==> config.mk <==
export PLATFORM = sky130hd
export DESIGN_NAME = sysarr_feeder
export DESIGN_NICKNAME = d
export VERILOG_FILES = /design/src/rtl/sysarr_feeder.sv
export SDC_FILE = /design/constraint.sdc
export NUM_CORES = 2
export LEC_CHECK = 0
export BUFFER_PORTS_ARGS = -buffer_cell sky130_fd_sc_hd__buf_2
export CAP_MARGIN = 20
export CORE_MARGIN = 1.5
export CORE_UTILIZATION = 45
export CTS_BUF_LIST = sky130_fd_sc_hd__clkbuf_8
export DETAILED_ROUTE_END_ITERATION = 10
export PLACE_DENSITY = 0.65
export SLEW_MARGIN = 10
export SYNTH_ARGS = -nofsm -noshare
export SYNTH_HDL_FRONTEND = slang
export SYNTH_SLANG_ARGS = --single-unit
==> constraint.sdc <==
create_clock -name clk -period 5.5 [get_ports clk]
set_clock_uncertainty 0.1 [all_clocks]
set_input_delay 1.1 -clock clk [delete_from_list [all_inputs] [get_ports clk]]
set_output_delay 1.1 -clock clk [all_outputs]
set_load 0.005 [all_outputs]
==> src/rtl/sysarr_feeder.sv <==
// ============================================================================
// sysarr_feeder
// ----------------------------------------------------------------------------
// Upstream stage of the NxN systolic multiplier array (verified for N = 4).
// Buffers operand matrices A and B, clears the array, then streams A rows
// into the left edge and B columns into the top edge with a diagonal skew so
// that matching operands meet in the right PE.  After the feed, the array is
// given N drain cycles, and done pulses once the array's result registers hold
// C = A*B.
//
// Sequence:  IDLE -(start)-> CLEAR (1) -> FEED (2N-1) -> DRAIN (N) -> DONE (1)
//
// Optional feature (compile-time macro SYSFEED_ACCUM_EN):
//   Adds the 'accum' input, sampled together with start.  accum=1 skips
//   CLEAR, so the array keeps its previous results and accumulates
//   C += A*B.  accum=0 behaves exactly like the build without the macro.
//
// Parameters:
//   N   array dimension (lanes; each buffer holds N*N elements)
//   DW  element width, equal to the array PE data width
//
// Ports:
//   clk      in   clock
//   rst      in   synchronous active-high reset; aborts a run immediately
//   wr_en    in   buffer write strobe, honoured only in IDLE
//   wr_sel   in   0 = matrix A, 1 = matrix B
//   wr_addr  in   element index row*N+col
//   wr_data  in   element value
//   start    in   begin a run, honoured only in IDLE
//   accum    in   (SYSFEED_ACCUM_EN only) accumulate instead of clearing
//   busy     out  1 in every state except IDLE
//   done     out  one-cycle pulse in DONE
//   arr_rst  out  array reset: 1 in CLEAR and while rst is high
//   l_out    out  left edge, lane i [i*DW +: DW] drives array row i+1
//   u_out    out  top edge, lane j [j*DW +: DW] drives array column j+1
// ============================================================================
module sysarr_feeder #(
    parameter int N  = 4,
    parameter int DW = 32
) (
    input  logic                     clk,
    input  logic                     rst,
    input  logic                     wr_en,
    input  logic                     wr_sel,
    input  logic [$clog2(N*N)-1:0]   wr_addr,
    input  logic [DW-1:0]            wr_data,
    input  logic                     start,
`ifdef SYSFEED_ACCUM_EN
    input  logic                     accum,
`endif
    output logic                     busy,
    output logic                     done,
    output logic                     arr_rst,
    output logic [N*DW-1:0]          l_out,
    output logic [N*DW-1:0]          u_out
);

    localparam int AW = $clog2(N*N);
    localparam int SW = $clog2(2*N-1);

    localparam logic [SW-1:0] LAST_FEED  = SW'(2*N-2);
    localparam logic [SW-1:0] LAST_DRAIN = SW'(N-1);

    localparam logic [2:0] S_IDLE  = 3'd0;
    localparam logic [2:0] S_CLEAR = 3'd1;
    localparam logic [2:0] S_FEED  = 3'd2;
    localparam logic [2:0] S_DRAIN = 3'd3;
    localparam logic [2:0] S_DONE  = 3'd4;

    logic [2:0]      state;
    logic [2:0]      state_next;
    logic [SW-1:0]   step;
    logic [SW-1:0]   step_next;

    logic [DW-1:0]   a_buf  [N*N];
    logic [DW-1:0]   b_buf  [N*N];
    logic [DW-1:0]   a_view [N*N];
    logic [DW-1:0]   b_view [N*N];

    logic            wr_hit;
    logic [N*DW-1:0] feed_l;
    logic [N*DW-1:0] feed_u;

    assign wr_hit  = wr_en && (state == S_IDLE);
    assign busy    = (state != S_IDLE);
    assign done    = (state == S_DONE);
    assign arr_rst = rst || (state == S_CLEAR);

    // Operand buffers are not reset; writes outside IDLE are dropped.
    always_ff @(posedge clk) begin
        if (wr_hit) begin
            if (wr_sel) begin
                b_buf[wr_addr] <= wr_data;
            end else begin
                a_buf[wr_addr] <= wr_data;
            end
        end
    end

    // Buffer contents as they will be after this edge.  The accumulate path
    // loads feed step 0 straight out of IDLE, on the same edge as a possible
    // write, so the write is forwarded to keep "write + start" coherent.
    always_comb begin
        for (int e = 0; e < N*N; e++) begin
            a_view[e] = a_buf[e];
            b_view[e] = b_buf[e];
        end
        if (wr_hit) begin
            if (wr_sel) begin
                b_view[wr_addr] = wr_data;
            end else begin
                a_view[wr_addr] = wr_data;
            end
        end
    end

    // Next state and step counter.  The counter indexes feed steps in FEED
    // and counts drain cycles in DRAIN; it rests at 0 elsewhere.
    always_comb begin
        state_next = state;
        step_next  = step;
        case (state)
            S_IDLE: begin
                step_next = '0;
                if (start) begin
`ifdef SYSFEED_ACCUM_EN
                    state_next = accum ? S_FEED : S_CLEAR;
`else
                    state_next = S_CLEAR;
`endif
                end
            end
            S_CLEAR: begin
                state_next = S_FEED;
                step_next  = '0;
            end
            S_FEED: begin
                if (step == LAST_FEED) begin
                    state_next = S_DRAIN;
                    step_next  = '0;
                end else begin
                    step_next = step + 1'b1;
                end
            end
            S_DRAIN: begin
                if (step == LAST_DRAIN) begin
                    state_next = S_DONE;
                    step_next  = '0;
                end else begin
                    step_next = step + 1'b1;
                end
            end
            S_DONE: begin
                state_next = S_IDLE;
                step_next  = '0;
            end
            default: begin
                state_next = S_IDLE;
                step_next  = '0;
            end
        endcase
    end

    // Skewed edge values for the step about to be presented: lane i carries
    // A[i][d] and B[d][i] where d = step - i, zero outside the matrix.
    always_comb begin
        feed_l = '0;
        feed_u = '0;
        for (int i = 0; i < N; i++) begin
            for (int d = 0; d < N; d++) begin
                if (int'(step_next) == i + d) begin
                    feed_l[i*DW +: DW] = a_view[i*N + d];
                    feed_u[i*DW +: DW] = b_view[d*N + i];
                end
            end
        end
    end

    // Edge outputs are registered from the next state so each element sits
    // on the array edge for exactly the one FEED cycle it belongs to.
    always_ff @(posedge clk) begin
        if (rst) begin
            state <= S_IDLE;
            step  <= '0;
            l_out <= '0;
            u_out <= '0;
        end else begin
            state <= state_next;
            step  <= step_next;
            if (state_next == S_FEED) begin
                l_out <= feed_l;
                u_out <= feed_u;
            end else begin
                l_out <= '0;
                u_out <= '0;
            end
        end
    end

endmodule

==> results.json <==
{
  "cts.htree.levels": 4,
  "drive_above_1_share_pct": 19.5,
  "ant_nets": 0,
  "run_status": "completed",
  "syn_nets": 3792,
  "period_needed_ns": 3.76,
  "cts_setup_buffers": 0,
  "synth_edf_count": 1024,
  "p_switching_mw": 4.46,
  "swShare_pct": 23.0,
  "die_y_um": 344,
  "gr-usage-all-layers_pct": 25.5,
  "n_fill_cell": 9525,
  "fp.dieW_um": 344,
  "ys.flop_type": "edfxtp_1",
  "fin_crit_sh_pct": 68.3,
  "clk_latency_ns": 0.88,
  "design.core.area_sq_um": 115000,
  "dp_hpwl_um": 89200,
  "grt_pass1_vias": 32296,
  "crit_fanout": 12,
  "vias_per_cell": 5.96,
  "cpPeakStageDelay_ns": 0.78,
  "ys_ff_latch": 1286,
  "drtPass1Iterations": 5,
  "max_slew_margin_pct": 22.1,
  "p_leak_nw": 23.3,
  "cts_resized": 0,
  "rsz0062_at_grt": "false",
  "cts_made_buffers": 205,
  "synth.most_common_cell": "edfxtp_1",
  "io_buffers": 299,
  "setup_viol": 0,
  "cp-start-kind": "register",
  "pwr-share-clk_pct": 41.0,
  "fmax_ghz": 0.266,
  "arrival_ns": 2.56,
  "async_flop_share_pct": 0,
  "cp_cell_sequence": "nor3b_1 > buf_2",
  "ir_drop_mv": 0.220,
  "io_pins": 300,
  "powerDensity_nw_per_um2": 325,
  "cts.sinks": 1286,
  "syn_to_final_growth_pct": 14.5,
  "postCtsHoldBufs": 0,
  "ys_warn_count": 0,
  "worstPathRequired_ns": 4.30,
  "fin_nets": 4097,
  "avgSynthCellArea_sq_um": 13.9,
  "synth_area_sq_um": 52200,
  "hold_viol_final": 0,
  "gp_congestion": 0.835,
  "worstMarginPinSlew_ns": 1.17,
  "fin_setup_tns_ns": 0,
  "grt_remaining_overflow": 0,
  "r2r_slack_ns": 1.75,
  "ys_types": 67,
  "via_count": 34287,
  "drc": 0,
  "pre_cts_ws_ns": 0.982,
  "ys_seq_area_share_pct": 69.0,
  "finalWorstSetupSlack_ns": 1.74,
  "clock-root-buffer": "clkbuf_8",
  "synth_top_area_share_pct": 58.9,
  "routed_wirelength_um": 154000,
  "synth.area.top_cells": "edfxtp_1, dfxtp_1, mux2i_1",
  "cts_tree": "done",
  "antenna_found_initial": 16,
  "yosys.area.top_type": "edfxtp_1",
  "fp-row-count": 124,
  "final-max-slew-violation-count": 0,
  "cp-end-kind": "output pin",
  "drt_iter0_markers": 3637,
  "grt_pass1_wl_um": 222000,
  "p_comb_share_pct": 4.3,
  "seq_power_share_pct": 54.7,
  "post_drt_wl_per_cell_um": 26.7,
  "path_clk_slew_ns": 0.06,
  "clockBufferDepth": 3,
  "intPower_mw": 14.9,
  "path_buf_inv": 1,
  "grt_max_degree": 74,
  "hold_path.class": "register to register",
  "syn_inst": 3747,
  "start_util_pct": 45.5,
  "crit_family": "simple AND/OR/NAND/NOR gates",
  "timing_worst_setup_path_type": "register to output pin",
  "maxCapViolCount": 0,
  "slowest_stage": "nor3b_1",
  "die_area_sq_um": 118000,
  "synth_common_cells": "edfxtp_1, mux2i_1, nand2_1, clkbuf_1, dfxtp_1"
}
## layout by cell type (no fill, tap or decap), types with 15 or more instances in the layout
cell and instances:
and2_1 33, nor2_1 102, inv_1 124, a21oi_1 119, o221ai_1 53, nand3_1 89
a22oi_1 18, and3_1 25, dfxtp_1 262, mux2_2 61, or3_1 35, mux2i_1 462
edfxtp_1 1024, buf_4 124, a22o_1 34, o21a_1 27, buf_2 299, o22ai_1 154
nand2_1 451, clkbuf_8 244, a32oi_1 15, clkinv_1 16, o31a_1 64, a32o_1 90
o22a_1 21, a221oi_1 74
## stage by stage
| stage | utilization (%) | power (mW) | area [sq um] | hold slack, ns | instances |
|---|---|---|---|---|---|
| after floorplan | - | 11.2 | 52200 | 0.333 | 3747 |
| after global placement | 48.5 | 11.6 | 55600 | 0.338 | 5353 |
| after detailed placement | 48.5 | 11.6 | 55600 | 0.342 | 5354 |
| after CTS | 52.0 | 19.5 | 59600 | 0.303 | 5739 |
| after global routing | 52.1 | 20.0 | 59700 | 0.334 | 5746 |
| final | 52.1 | 19.4 | 59700 | 0.337 | 5754 |
## layout make-up
| class | instances | area [sq um] | area share [%] |
|---|---|---|---|
| antenna | 12 | 30.0 | 0.0503 |
| clock buffer | 244 | 3360 | 5.62 |
| clock inverter | 141 | 679 | 1.14 |
| inverter | 26 | 97.6 | 0.163 |
| multi-input combinational | 2093 | 14900 | 25.0 |
| sequential | 1286 | 36000 | 60.3 |
| tap | 1512 | 1890 | 3.17 |
| timing repair buffer | 440 | 2770 | 4.64 |
## path summary, 6_finish.rpt
check | startpoint | to | cells past startpoint
max | state[2] | done | 2
min | a_buf[3][20] | l_out[20] | 1
max reg2reg | step[0] | u_out[111] | 8
min reg2reg | a_buf[3][20] | l_out[20] | 1
## cell families (layout without fill, tap and decap cells)
logic type | count (synthesis) | after routing | share of synthesized area [%]
AO/OA/AOI/OAI | 735 | 735 | 10.7
XOR/XNOR | 1 | 1 | 0.0168
adder cells (fa/ha/maj) | 4 | 4 | 0.0959
buffers and inverters | 368 | 851 | 2.85
flip-flops | 1286 | 1286 | 69.0
multiplexers | 524 | 524 | 10.2
other | 0 | 12 | 0
AND/OR/NAND/NOR | 829 | 829 | 7.13
## power by group through the flow
stage / clock (mW) / combinational (mW) / sequential [mW]
after CTS: 8.08 / 0.827 / 10.6
after floorplan: 0 / 0.377 / 10.8
after global routing: 8.49 / 0.879 / 10.6
after detailed placement: 0 / 0.826 / 10.8
final: 7.96 / 0.833 / 10.6
after global placement: 0 / 0.811 / 10.8
## sequential cells by signal, summed over array words and instances (netlist names)
signal / cells
step: 3
l_out: 128
u_out: 128
state: 3
b_buf: 512
a_buf: 512
## routing by layer
metal  up-vias  GRT usage, %  wire [um]
li1      15104             -          -
met1     17380          35.9      65300
met2      1561          39.2      70800
met3       242          5.36      12900
met4         0          9.42       4790
met5         -             0          0
## worst register-to-register path: stages, from the launching register on
cell and delay (ns):
dfxtp_1 0.48, ha_1 0.23, ha_1 0.28, a211oi_1 0.46
a2bb2oi_1 0.33, nor2_4 0.95, buf_4 0.43, a32oi_1 0.12
and3_1 0.25
(Power assumes the default switching activity.)
